## src/rtl/cpu_pkg.sv

```systemverilog
// Shared CPU constants: opcodes, bubble instruction, reset PC and fetch state encodings.
package cpu_pkg;

    localparam logic [3:0]  OP_NOP           = 4'b1110;
    localparam logic [3:0]  OP_HALT          = 4'b1111;
    localparam logic [15:0] NOP_INSTR        = {OP_NOP, 12'h000};
    localparam logic [15:0] RESET_PC_DEFAULT = 16'h0000;

    // Fetch FSM encodings
    localparam logic [1:0] ST_FETCH   = 2'd0;
    localparam logic [1:0] ST_DISCARD = 2'd1;
    localparam logic [1:0] ST_HALTED  = 2'd2;

endpackage

```

## src/rtl/fetch_skid_buf.sv

```systemverilog
// One-entry {instr, pc} holding buffer for a response that arrives while decode is stalled.
module fetch_skid_buf (
    input  logic        clk,
    input  logic        rst,
    input  logic        load,
    input  logic        drain,
    input  logic        clear,
    input  logic [15:0] in_instr,
    input  logic [15:0] in_pc,
    output logic        full,
    output logic [15:0] out_instr,
    output logic [15:0] out_pc
);

    always_ff @(posedge clk or posedge rst) begin
        if (rst) begin
            full      <= 1'b0;
            out_instr <= 16'h0000;
            out_pc    <= 16'h0000;
        end else if (clear) begin
            full <= 1'b0;
        end else if (load) begin
            full      <= 1'b1;
            out_instr <= in_instr;
            out_pc    <= in_pc;
        end else if (drain) begin
            full <= 1'b0;
        end
    end

endmodule

```

## src/rtl/fetch_stage.sv

```systemverilog
// Instruction fetch stage: single outstanding memory request, skid buffer for stalls,
// redirect with in-flight response discard, and a sticky halt.
module fetch_stage
    import cpu_pkg::*;
#(
    parameter logic [15:0] RESET_PC  = RESET_PC_DEFAULT,
    parameter logic [15:0] NOP_INSTR = cpu_pkg::NOP_INSTR
) (
    input  logic        clk,
    input  logic        rst,
    output logic        imem_req,
    output logic [15:0] imem_addr,
    input  logic [15:0] imem_rdata,
    input  logic        imem_valid,
    input  logic        stall,
    input  logic        redirect,
    input  logic [15:0] redirect_target,
    input  logic        halt,
    output logic [15:0] ifid_instr,
    output logic [15:0] ifid_pc,
    output logic        ifid_valid,
    output logic [3:0]  opcode
);

    logic [1:0]  state_q, state_d;
    logic [15:0] pc_q, pc_d;
    logic [15:0] req_addr_q, req_addr_d;
    logic [15:0] ifid_instr_q, ifid_instr_d;
    logic [15:0] ifid_pc_q, ifid_pc_d;
    logic        ifid_valid_q, ifid_valid_d;
    logic        skid_load, skid_drain, skid_clear, skid_full;
    logic [15:0] skid_instr, skid_pc;

    fetch_skid_buf u_skid (
        .clk       (clk),
        .rst       (rst),
        .load      (skid_load),
        .drain     (skid_drain),
        .clear     (skid_clear),
        .in_instr  (imem_rdata),
        .in_pc     (req_addr_q),
        .full      (skid_full),
        .out_instr (skid_instr),
        .out_pc    (skid_pc)
    );

    // req_addr differs from pc only in DISCARD, where the old address must stay on the bus.
    assign imem_req   = !rst && (((state_q == ST_FETCH) && !skid_full) || (state_q == ST_DISCARD));
    assign imem_addr  = req_addr_q;
    assign ifid_instr = ifid_instr_q;
    assign ifid_pc    = ifid_pc_q;
    assign ifid_valid = ifid_valid_q;
    assign opcode     = ifid_instr_q[15:12];

    always_comb begin
        state_d      = state_q;
        pc_d         = pc_q;
        req_addr_d   = req_addr_q;
        ifid_instr_d = ifid_instr_q;
        ifid_pc_d    = ifid_pc_q;
        ifid_valid_d = ifid_valid_q;
        skid_load    = 1'b0;
        skid_drain   = 1'b0;
        skid_clear   = 1'b0;
        if (state_q != ST_HALTED) begin
            if (redirect) begin
                pc_d         = redirect_target;
                ifid_instr_d = NOP_INSTR;
                ifid_valid_d = 1'b0;
                skid_clear   = 1'b1;
                if (imem_req && !imem_valid) begin
                    state_d = ST_DISCARD;
                end else begin
                    state_d    = ST_FETCH;
                    req_addr_d = redirect_target;
                end
            end else if (halt) begin
                state_d      = ST_HALTED;
                ifid_instr_d = NOP_INSTR;
                ifid_valid_d = 1'b0;
                skid_clear   = 1'b1;
            end else if (state_q == ST_DISCARD) begin
                if (imem_valid) begin
                    state_d    = ST_FETCH;
                    req_addr_d = pc_q;
                end
            end else if (skid_full) begin
                if (!stall) begin
                    ifid_instr_d = skid_instr;
                    ifid_pc_d    = skid_pc;
                    ifid_valid_d = 1'b1;
                    skid_drain   = 1'b1;
                end
            end else if (imem_valid) begin
                pc_d       = pc_q + 16'd1;
                req_addr_d = pc_q + 16'd1;
                if (stall) begin
                    skid_load = 1'b1;
                end else begin
                    ifid_instr_d = imem_rdata;
                    ifid_pc_d    = req_addr_q;
                    ifid_valid_d = 1'b1;
                end
            end else if (!stall) begin
                // Nothing new to hand over: insert a bubble so decode never re-executes.
                ifid_instr_d = NOP_INSTR;
                ifid_valid_d = 1'b0;
            end
        end
    end

    always_ff @(posedge clk or posedge rst) begin
        if (rst) begin
            state_q      <= ST_FETCH;
            pc_q         <= RESET_PC;
            req_addr_q   <= RESET_PC;
            ifid_instr_q <= NOP_INSTR;
            ifid_pc_q    <= RESET_PC;
            ifid_valid_q <= 1'b0;
        end else begin
            state_q      <= state_d;
            pc_q         <= pc_d;
            req_addr_q   <= req_addr_d;
            ifid_instr_q <= ifid_instr_d;
            ifid_pc_q    <= ifid_pc_d;
            ifid_valid_q <= ifid_valid_d;
        end
    end

endmodule

```

## config.mk

```make
export PLATFORM = sky130hd
export DESIGN_NAME = fetch_stage
export DESIGN_NICKNAME = d
export VERILOG_FILES = /design/src/rtl/cpu_pkg.sv /design/src/rtl/fetch_skid_buf.sv /design/src/rtl/fetch_stage.sv
export SDC_FILE = /design/constraint.sdc
export NUM_CORES = 1
export LEC_CHECK = 0
export BUFFER_PORTS_ARGS = -buffer_cell sky130_fd_sc_hd__buf_2
export CAP_MARGIN = 20
export CORE_ASPECT_RATIO = 0.6
export CORE_MARGIN = 8
export CORE_UTILIZATION = 55
export CTS_CLUSTER_SIZE = 16
export DETAILED_ROUTE_END_ITERATION = 7
export GPL_TIMING_DRIVEN = 0
export PLACE_DENSITY = 0.79
export SLEW_MARGIN = 20
export SYNTH_ARGS = -nofsm -noshare
export SYNTH_HDL_FRONTEND = slang
export SYNTH_SLANG_ARGS = --single-unit
export TNS_END_PERCENT = 20
```

## constraint.sdc

```tcl
create_clock -name clk -period 7.1 [get_ports clk]
set_input_delay 1.42 -clock clk [delete_from_list [all_inputs] [get_ports clk]]
set_output_delay 1.42 -clock clk [all_outputs]
set_load 0.05 [all_outputs]
```

==> metrics.cfg <==
[synthesis]
syn-num-nets = 515
netlist_area_sq_um = 5157
ys.flop_type = dfrtp_1
yosysUniqueCellTypes = 53
seq_area_frac_synth_pct = 48.59
yosys.area.top_type = dfrtp_1
synthTopCellsByArea = dfrtp_1 (47%), mux2_1 (6.6%), mux2_2 (6.1%)
synthCells = 476
syn_area_per_cell_sq_um = 10.83
ys_ff_latch = 100
yosysWarnings = 0
synth_edf_count = 0
async_flop_share_pct = 100.0
yosysTopAreaCellShare_pct = 47.06

[job]
maxCapViolations = 0

[timing]
clock.fmax_mhz = 272.0
hold_violations = 0
post-route-min-period_ns = 3.676
setup_violations = 0
max_slew_margin_pct = 52.50
period_share_pct = 51.78
setup_tns_ns = 0
tightestPinTransition_ns = 0.7078
fin_worst_skew_ns = 0.008068
finalMaxSlewViolations = 0
rsz0062_at_grt = no

[setup_path]
crit_path_start_kind = input pin
worst_path_most_repeated_cell = buf_2
arrival_ns = 2.26
r2r_cells = 6
path_class = in -> out
critPathLaunch = rst
crit_path_end_kind = output port
slowest_delay_ns = 0.29
crit_path_cell_trace = buf_2 > or2_1 > a21oi_1 > buf_2
crit_slowest_cell = buf_2
required_ns = 5.68
r2r-start = pc_q[8]
crit_fanout = 2
regToRegSetupSlack_ns = 4.88
cpLargestDelayFamily = buffers and inverters
r2r_end = imem_addr[15]
worst-path-buf-inv = 2

[min_path]
hold_path.class = reg -> reg
hp-start = ifid_instr[9]
hold_depth = 2
hold_path_end = ifid_instr[9]

[placement]
dp_hpwl_mm = 10.17
placed_area_sq_um = 5808
gp_congestion = 0.9063
io_buffers = 91

[grt]
track_usage_pct = 21.32
antenna_found_initial = 0
grt_start_max_net_pins = 66
overflow = 0
grt_pass1_wl_mm = 22.15
grt_pass1_vias = 4201

[clock_network]
ctsResizeCount = 0
cts.hold.buffers_added = 0
cts_made_buffers = 9
clock_latency_ns = 0.35
post_cts_buffers = 0
clkSinkCount = 100
clk_path_buf_depth = 2
cts_tree = done
path_clk_slew_ns = 0.07
htreeDepth = 3
clockRootBuffer = clkbuf_16

[cells_and_area]
fin_nets = 618
fin_area_sq_um = 6121
synthToLayoutAreaGrowth_pct = 18.68
antennaDiodeCount = 0
drive_gt1_share_pct = 31.34
fin_util_pct = 66.86

[route]
wl_mm = 13.82
ant_nets = 0
wl_per_cell_um = 19.36
drt_iter0_drc = 415
remaining_drc_errors = 0
vias_per_cell = 5.854
via_count = 4180
drt_first_pass_iters = 5

[floorplan]
dieArea_sq_um = 12830
start_util_pct = 56.33
core_sq_um = 9155
dieWidth_um = 141.0
die_h_um = 91.01
pin_count = 92
num_rows = 27

[power_and_ir_drop]
leakage_uw = 0.002952
max-vdd-ir-drop_mv = 0.3431
powerDensity_nw_per_um2 = 453.0
fin_total_pwr_uw = 2773

[outcome]
status = finished, final reports clean

layout by cell type (no fill, tap or decap), types with 8 or more instances in the layout:
cell	netlist	final
a21oi_1	16	16
a31oi_1	10	10
buf_2	14	105
clkbuf_1	12	12
clkbuf_16	0	9
dfrtp_1	97	97
mux2_1	30	30
mux2_2	28	28
mux2_4	11	11
mux2i_1	14	14
nand2_1	51	51
nor2_1	37	37
o21ai_0	27	27
xnor2_1	8	8
synthesized netlist by cell type, drive strengths merged (7+ instances only):
cell type	n
mux2	69
nand2	51
a21oi	16
nor2	37
xnor2	8
nor3	7
a31oi	10
buf	28
mux2i	14
a22oi	7
clkbuf	12
nand4	7
o31ai	7
a221o	7
o21ai	29
inv	8
dfrtp	97
registers in the layout, summed over array words and instances (netlist names):
signal and cells:
u_skid.out_instr 16, u_skid.out_pc 16, ifid_pc 16, state_q 2
u_skid.full 1, pc_q 16, ifid_valid 1, ifid_instr 16
imem_addr 16
kinds of logic after synthesis:
logic type / Yosys count / synth area share [%]
and+or+nand+nor: 128 / 11.98
AOI/OAI and AO/OA: 103 / 13.61
DFF: 100 / 48.59
muxes: 83 / 18.58
buffers and inverters: 48 / 4.779
xor gates and xnor gates: 13 / 2.208
adders and majority gates: 1 / 0.2426
where the power goes:
group / total [uW] / internal [uW] / switching (uW)
Clock: 506 / 279 / 227
Combinational: 1310 / 426 / 881
Sequential: 959 / 785 / 173
Total: 2770 / 1490 / 1280
tightest hold or removal path, delay by kind of cell, from the launching register on:
family / cells / cell delay (ns)
DFF: 1 / 0.34
AOI/OAI and AO/OA: 1 / 0.06
and+or+nand+nor: 1 / 0.04
layer usage:
metal	vias up	share of wire (%)	GRT usage [%]	wire length [um]
met5	-	0	0	0
met4	0	0.63	4.270	87
met3	11	8.8	6.008	1214
met2	181	43	30.73	5881
met1	2069	48	31.27	6638
li1	1919	-	-	-
worst max-delay path by stage:
stage | to | slack, ns | cells past startpoint
after floorplan | ifid_instr[0] | 3.07 | 1
after global placement | u_skid.out_pc[9] | 1.89 | 2
after detailed placement | imem_req | 3.44 | 4
after CTS | imem_req | 3.43 | 4
after global routing | imem_req | 3.37 | 4
final | imem_req | 3.42 | 4
stage by stage:
step	setup slack (ns)	std cells	hold WS (ns)
2_1_floorplan	3.066	476	0.4585
3_3_place_gp	1.886	697	0.4582
3_5_place_dp	3.436	698	0.4693
4_1_cts	3.433	714	0.4859
5_1_grt	3.366	714	0.4971
6_report	3.424	714	0.4854
final cells by class:
type / instances / area [sq um]
Sequential cell: 100 / 2506
Clock buffer: 9 / 225.2
Buffer: 40 / 216.5
Multi-Input combinational cell: 328 / 2405
Inverter: 8 / 35.03
Clock inverter: 7 / 87.58
Tap cell: 130 / 162.7
Timing Repair Buffer: 92 / 483.0
Fill cell: 697 / 3034
(Power assumes the default switching activity.)
